**src/rtl/buzzer_pkg.sv**
```systemverilog
// Shared definitions for the buzzer tone engine.
//   NOTE_MAX  : highest pitched note id (1..NOTE_MAX are tones, everything else is a rest)
//   FREQ_HZ   : pitch of note ids 1..NOTE_MAX, three octaves C4..B6
//   state_t   : tone engine sequencing states
//   period_of : elaboration-time sys_clk cycles per pitch period (1 ms for rests)
package buzzer_pkg;

    localparam int unsigned NOTE_MAX = 21;

    localparam int unsigned FREQ_HZ [NOTE_MAX] = '{
        262,  294,  330,  349,  392,  440,  494,
        523,  587,  659,  698,  784,  880,  988,
        1047, 1175, 1319, 1397, 1568, 1760, 1976
    };

    typedef enum logic [1:0] {
        IDLE = 2'd0,
        PLAY = 2'd1,
        GAP  = 2'd2
    } state_t;

    // Rests reuse the 1 ms divider as their period; their duty is forced to
    // zero elsewhere, so the value only has to be a legal non-zero period.
    function automatic int unsigned period_of(input int unsigned id,
                                              input int unsigned clk_hz);
        if (id >= 1 && id <= NOTE_MAX)
            return clk_hz / FREQ_HZ[5'(id - 1)];
        return clk_hz / 1000;
    endfunction

endpackage

```
**src/rtl/buzzer_tone_gen_ms_ticker.sv**
```systemverilog
// Millisecond strobe generator shared by the PLAY and GAP timers.
//   sys_clk   : system clock
//   sys_rst_n : asynchronous active-low reset
//   clr       : restart the millisecond (first tick DIV enabled cycles later)
//   en        : count enable
//   tick      : high on the last enabled cycle of every DIV-cycle millisecond
module ms_ticker #(
    parameter int unsigned DIV = 50_000
) (
    input  logic sys_clk,
    input  logic sys_rst_n,
    input  logic clr,
    input  logic en,
    output logic tick
);

    localparam int unsigned W = (DIV > 1) ? $clog2(DIV) : 1;

    logic [W-1:0] cnt;

    assign tick = en && (cnt == '0);

    always_ff @(posedge sys_clk or negedge sys_rst_n) begin
        if (!sys_rst_n)
            cnt <= '0;
        else if (clr)
            cnt <= W'(DIV - 1);
        else if (en)
            cnt <= (cnt == '0) ? W'(DIV - 1) : cnt - 1'b1;
    end

endmodule

```
**src/rtl/buzzer_tone_gen.sv**
```systemverilog
// Tone engine for a passive buzzer: takes one note (id, duty, length in ms)
// over valid/ready, plays a square wave of the note's pitch for the length,
// then holds a silent articulation gap of GAP_MS before returning to idle.
//   sys_clk, sys_rst_n : clock, asynchronous active-low reset
//   note_valid/ready   : note handshake (ready only in IDLE and without abort)
//   note_id/duty/len   : pitch id (0/22..31 rest), high time in 1/16 period, ms
//   abort              : synchronous stop without done
//   beep               : registered buzzer drive
//   busy               : engine not idle
//   done               : one-cycle pulse after a note and its gap complete
//
// state | meaning
// IDLE  | waiting for a note, note_ready high unless abort
// PLAY  | square wave of the latched period/threshold for note_len ms
// GAP   | silent articulation gap of GAP_MS ms
module buzzer_tone_gen
    import buzzer_pkg::*;
#(
    parameter int unsigned CLK_HZ = 50_000_000,
    parameter int unsigned CNT_W  = 22,
    parameter int unsigned LEN_W  = 12,
    parameter int unsigned GAP_MS = 10
) (
    input  logic             sys_clk,
    input  logic             sys_rst_n,
    input  logic             note_valid,
    output logic             note_ready,
    input  logic [4:0]       note_id,
    input  logic [3:0]       note_duty,
    input  logic [LEN_W-1:0] note_len,
    input  logic             abort,
    output logic             beep,
    output logic             busy,
    output logic             done
);

    localparam int unsigned      MS_DIV  = CLK_HZ / 1000;
    localparam logic [LEN_W-1:0] GAP_LEN = LEN_W'(GAP_MS);

    state_t           state;
    logic [CNT_W-1:0] period;
    logic [CNT_W-1:0] thresh;
    logic [CNT_W-1:0] pcnt;
    logic [CNT_W-1:0] pcnt_nxt;
    logic [LEN_W-1:0] ms_left;

    logic [CNT_W-1:0] period_rom [32];
    logic [CNT_W-1:0] period_sel;
    logic [CNT_W-1:0] thresh_sel;
    logic [CNT_W+3:0] duty_prod;
    logic             is_rest;
    logic             accept;
    logic             ms_tick;
    logic             ms_last;
    logic             play_end;

    for (genvar i = 0; i < 32; i++) begin : g_period_rom
        assign period_rom[i] = CNT_W'(period_of(i, CLK_HZ));
    end

    assign is_rest    = (note_id == 5'd0) || (note_id > 5'(NOTE_MAX));
    assign period_sel = period_rom[note_id];
    assign duty_prod  = (CNT_W+4)'(period_sel) * (CNT_W+4)'(note_duty);
    assign thresh_sel = is_rest ? '0 : CNT_W'(duty_prod >> 4);

    assign note_ready = (state == IDLE) && !abort;
    assign accept     = note_valid && note_ready;
    assign busy       = (state != IDLE);

    assign ms_last  = (ms_left == LEN_W'(1));
    assign play_end = (state == PLAY) && ms_tick && ms_last;
    // pcnt is the index of the current cycle within the period; beep is
    // registered, so it is loaded with the level for the following index.
    assign pcnt_nxt = (pcnt == period - 1'b1) ? '0 : pcnt + 1'b1;

    ms_ticker #(
        .DIV (MS_DIV)
    ) u_ms_ticker (
        .sys_clk   (sys_clk),
        .sys_rst_n (sys_rst_n),
        .clr       ((state == IDLE) || play_end),
        .en        (state != IDLE),
        .tick      (ms_tick)
    );

    always_ff @(posedge sys_clk or negedge sys_rst_n) begin
        if (!sys_rst_n) begin
            state   <= IDLE;
            period  <= '0;
            thresh  <= '0;
            pcnt    <= '0;
            ms_left <= '0;
            beep    <= 1'b0;
            done    <= 1'b0;
        end else begin
            done <= 1'b0;
            if (abort) begin
                state <= IDLE;
                beep  <= 1'b0;
            end else begin
                case (state)
                    IDLE: begin
                        if (accept) begin
                            period <= period_sel;
                            thresh <= thresh_sel;
                            pcnt   <= '0;
                            if (note_len == '0) begin
                                beep <= 1'b0;
                                if (GAP_MS == 0) begin
                                    done <= 1'b1;
                                end else begin
                                    state   <= GAP;
                                    ms_left <= GAP_LEN;
                                end
                            end else begin
                                state   <= PLAY;
                                ms_left <= note_len;
                                beep    <= (thresh_sel != '0);
                            end
                        end
                    end
                    PLAY: begin
                        pcnt <= pcnt_nxt;
                        beep <= (pcnt_nxt < thresh);
                        if (ms_tick) begin
                            if (ms_last) begin
                                beep <= 1'b0;
                                if (GAP_MS == 0) begin
                                    state <= IDLE;
                                    done  <= 1'b1;
                                end else begin
                                    state   <= GAP;
                                    ms_left <= GAP_LEN;
                                end
                            end else begin
                                ms_left <= ms_left - 1'b1;
                            end
                        end
                    end
                    GAP: begin
                        beep <= 1'b0;
                        if (ms_tick) begin
                            if (ms_last) begin
                                state <= IDLE;
                                done  <= 1'b1;
                            end else begin
                                ms_left <= ms_left - 1'b1;
                            end
                        end
                    end
                    default: begin
                        state <= IDLE;
                        beep  <= 1'b0;
                    end
                endcase
            end
        end
    end

endmodule

```
**config.mk**
```make
export PLATFORM = sky130hd
export DESIGN_NAME = buzzer_tone_gen
export DESIGN_NICKNAME = d
export VERILOG_FILES = /design/src/rtl/buzzer_pkg.sv /design/src/rtl/buzzer_tone_gen_ms_ticker.sv /design/src/rtl/buzzer_tone_gen.sv
export SDC_FILE = /design/constraint.sdc
export NUM_CORES = 1
export LEC_CHECK = 0
export CORE_MARGIN = 2
export CORE_UTILIZATION = 28
export DETAILED_ROUTE_END_ITERATION = 12
export PLACE_DENSITY_LB_ADDON = 0.12
export SLEW_MARGIN = 20
export SYNTH_ARGS = -nofsm -noshare
export SYNTH_HDL_FRONTEND = slang
export SYNTH_HIERARCHICAL = 1
export SYNTH_SLANG_ARGS = --single-unit
export TNS_END_PERCENT = 1
```
**constraint.sdc**
```tcl
create_clock -name sys_clk -period 5 [get_ports sys_clk]
set_input_delay 1 -clock sys_clk [delete_from_list [all_inputs] [get_ports sys_clk]]
set_output_delay 1 -clock sys_clk [all_outputs]
set_load 0.005 [all_outputs]
```
==> metrics.log <==
[metrics] status: complete, but fails checks
[metrics] violations in the final reports: setup timing
[metrics] Final period util: 110%
[metrics] transition time at the pin with the least slew margin: 861 ps
[metrics] remaining antenna violation count after routing: 0
[metrics] total of buffers placed on input and output ports: 28
[metrics] iteration count of the initial detailed-routing pass: 4
[metrics] number of setup violations in the final report: 9
[metrics] compound-cell area share of the yosys netlist: 20.8%
[metrics] RSZ-0062 raised after global routing: yes
[metrics] share of cells above drive strength 1: 23.3%
[metrics] worst path required time: 5230 ps
[metrics] DRC violation count after routing: 0
[metrics] remaining global-route overflow: 0
[metrics] Routed wire per std cell: 16.0 um
[metrics] Die Ht: 189 um
[metrics] cell at the root of the clock tree: clkbuf_16
[metrics] global placer's final weighted congestion: 0.881
[metrics] setup slack after placement: -1510 ps
[metrics] number of buffers inserted for hold repair after clock tree synthesis: 0
[metrics] final core area utilization: 36.7%
[metrics] EDFF count, synth: 0
[metrics] detailed-route wire length on metal 1: 14.6 mm
[metrics] arithmetic-cell share of the synthesized area counting full adders, half adders and majority gates: 14.6%
[metrics] crit end category: register
[metrics] Chip Width: 189 um
[metrics] standby leakage power: 5.52 nW
[metrics] Reg clk slew, reported paths: 70 ps
[metrics] Critical Setup Path Class: in -> reg
[metrics] CP Launch Type: input pin
[metrics] Top FF cell, synth: dfrtp_1
[metrics] P per Cell Area: 338 mW/mm2
[metrics] post-synth net total: 1330
[metrics] ratio of routed vias to standard cells: 4.97
[metrics] largest fanout on the critical path: 6
[metrics] number of maximum-capacitance constraint violations: 0
[metrics] uppermost layer routed: met4
[metrics] P&R area growth vs syn: 28.4%
[metrics] Unique masters post-synth: 86
[metrics] Period minus WS final: 5480 ps
[metrics] wire length after detailed routing: 29.3 mm
[metrics] nets@finish: 1498
[metrics] multiplexer fraction of the synthesized cell area: 2.69%
[metrics] first-iteration detailed-routing DRC count: 491
[metrics] TritonCTS clock tree: yes
[metrics] leading cell type in the layout, fill and taps excluded: buf_4
[metrics] number of buffers added by the clock tree synthesis step: 9
[metrics] number of sinks driven by the clock tree: 91
[metrics] instance count of the mapped netlist: 1211
[metrics] layout filler cell count: 3640
[metrics] area share of the leading cell type in the synthesized netlist: 23.7%
[metrics] largest buffer count on any clock path: 2
[metrics] synth top area cells: dfrtp_1 (24%), ha_1 (8.2%), fa_1 (6.4%), inv_1 (4.6%), nand2_1 (4.5%)
[metrics] placeable core region: 0.0337 mm2
[metrics] post-synthesis xor/xnor area fraction: 5.01%
[metrics] dpl cells: 1803
[metrics] Yosys top cell by area: dfrtp_1
[metrics] synth warn: 6
[metrics] number of antenna violations at the first check in global routing: 0
[metrics] path class of the lowest-slack min-delay path: reg -> reg
[metrics] Slew Limit Fails: 0
[metrics] Peak VDD IR: 182 uV
[metrics] synthesized cell area: 0.00962 mm2
[metrics] effective utilization at floorplan: 28.6%
[metrics] synthesized-area fraction occupied by and/or/nand/nor cells: 26.1%
[metrics] wire length of the first global-routing pass: 48.8 mm
[metrics] achievable clock frequency: 182 MHz
[metrics] async set-reset flop share out of synthesis: 100%
[metrics] largest family of logic cells by synthesized area: simple AND/OR/NAND/NOR gates
[metrics] via count: 9100
[metrics] I/O pin count: 29
[metrics] final total power: 0.00418 W
[metrics] Worst Slack Setup Final: -485 ps
[metrics] sequential share of the synthesized area: 23.7%
[metrics] clock latency on the worst-skew pair: 360 ps
[metrics] setup skew after layout: 18.1 ps
[metrics] GRT Resource Usage Total: 16.8%
[metrics] hold violation count in the final report: 0
[metrics] total number of H-tree levels: 3
[metrics] CP Data Arrival Time: 5710 ps
[metrics] vias in the first global route: 8871
[metrics] Post-Layout Cell Count: 1832
[metrics] ANT cells: 0
[metrics] metal3 WL: 644 um
[metrics] highest-count cells in the layout ignoring fill and taps: buf_4 (181), nand2_1 (114), inv_1 (108), dfrtp_1 (91), nor2_1 (85)
[metrics] estimated wirelength of the detail-placed design: 23.5 mm
[metrics] Synth Register Bits: 91
[metrics] routed length on met2: 13.6 mm
[metrics] Core Rows: 67
[metrics] syn_area_per_cell: 7.95 um2
[metrics] normalized max-slew margin: 42.6%
[metrics] floorplan die area: 0.0359 mm2
[metrics] largest net degree at the start of global routing: 61
-- layer usage --
metal,up-vias,GRT usage [%]
li1,4601,-
met1,4343,24.2
met2,134,27.7
met3,22,1.02
met4,0,3.46
met5,-,0
-- repair_timing --
| item | 4_1_cts | 5_1_grt |
|---|---|---|
| gates resized for setup | 62 | 39 |
| pin swaps | 26 | 14 |
| setup endpoints to repair | 20 | 17 |
| setup buffers | 11 | 2 |
-- flip-flops by register name, summed over array words and instances, names as in the netlist --
name             cells
ms_left             12
pcnt                22
period              18
u_ms_ticker/cnt     16
thresh              19
done                 1
beep                 1
state                2
-- worst max-delay path, stage by stage --
cell        delay (ps)
buf_8               80
clkinvlp_4         150
ha_4               290
nand2b_4           140
o211ai_1            70
o21ai_1            100
a22o_1             300
and2_4             170
fa_1               540
inv_1               50
fa_1               490
inv_2               50
ha_4               260
and4_4             200
or4b_4             470
a2111oi_4          250
buf_4              170
o21ai_1             60
and3_1             170
o31ai_2            170
nand4_1            130
o41ai_2            290
nand4_1            120
-- area by class of cell --
| type | count | area [um2] | share of cell area (%) |
|---|---|---|---|
| clock buffer | 10 | 239 | 1.93 |
| clock inverter | 6 | 53.8 | 0.435 |
| inverter | 117 | 454 | 3.67 |
| multi-input combinational | 943 | 7030 | 56.9 |
| sequential | 91 | 2280 | 18.4 |
| tap | 448 | 561 | 4.53 |
| timing repair buffer | 217 | 1750 | 14.1 |
-- power by group --
group / switching (W) / total, W / leakage (nW) / internal, W
clock: 0.000319 / 0.000680 / 0.142 / 0.000361
combinational: 0.00126 / 0.00238 / 4.23 / 0.00111
sequential: 0.000211 / 0.00112 / 1.15 / 0.000912
total: 0.00179 / 0.00418 / 5.52 / 0.00238
-- stage by stage --
step | TNS [ps] | cell area, um2 | hold slack (ps)
4_1_cts | -3160 | 12200 | 493
3_5_place_dp | -19070 | 11600 | 478
5_1_grt | -4300 | 12400 | 520
3_3_place_gp | -18450 | 11600 | 466
2_1_floorplan | -1800 | 9750 | 450
6_report | -1750 | 12400 | 488
-- cells in the mapped netlist (12+ instances only) --
| cell | count |
|---|---|
| a21o_1 | 17 |
| a21oi_1 | 72 |
| a22o_1 | 13 |
| and2_1 | 44 |
| and3_1 | 14 |
| clkbuf_1 | 47 |
| dfrtp_1 | 91 |
| fa_1 | 31 |
| ha_1 | 63 |
| inv_1 | 117 |
| mux2_2 | 13 |
| nand2_1 | 116 |
| nand2b_1 | 13 |
| nand3_1 | 33 |
| nand4_1 | 12 |
| nor2_1 | 87 |
| nor2b_1 | 26 |
| nor3_1 | 34 |
| nor4_1 | 12 |
| o21ai_0 | 86 |
| o31ai_1 | 14 |
| or2_2 | 13 |
| xnor2_1 | 26 |
| xor2_1 | 29 |
-- path summary, 6_finish.rpt --
check                           slack [ps]        from  cells past startpoint    endpoint
worst max-delay path                  -480  note_id[0]                     23        beep
worst min-delay path                   490   thresh[5]                      2   thresh[5]
worst max register to register         530   period[3]                     20        beep
worst min register to register         490   thresh[5]                      2   thresh[5]
max in group asynchronous             3330   sys_rst_n                      2   thresh[3]
min in group asynchronous              710   sys_rst_n                      1  ms_left[9]
-- cells by family (layout without fill, tap and decap cells) --
family	after synthesis	after routing
simple gates	462	462
flops	91	91
xor+xnor	55	55
compound gates	309	309
fa+ha+maj	94	94
buf+inv	177	350
mux	23	23
Note: power is estimated with default switching activity, not from simulation.
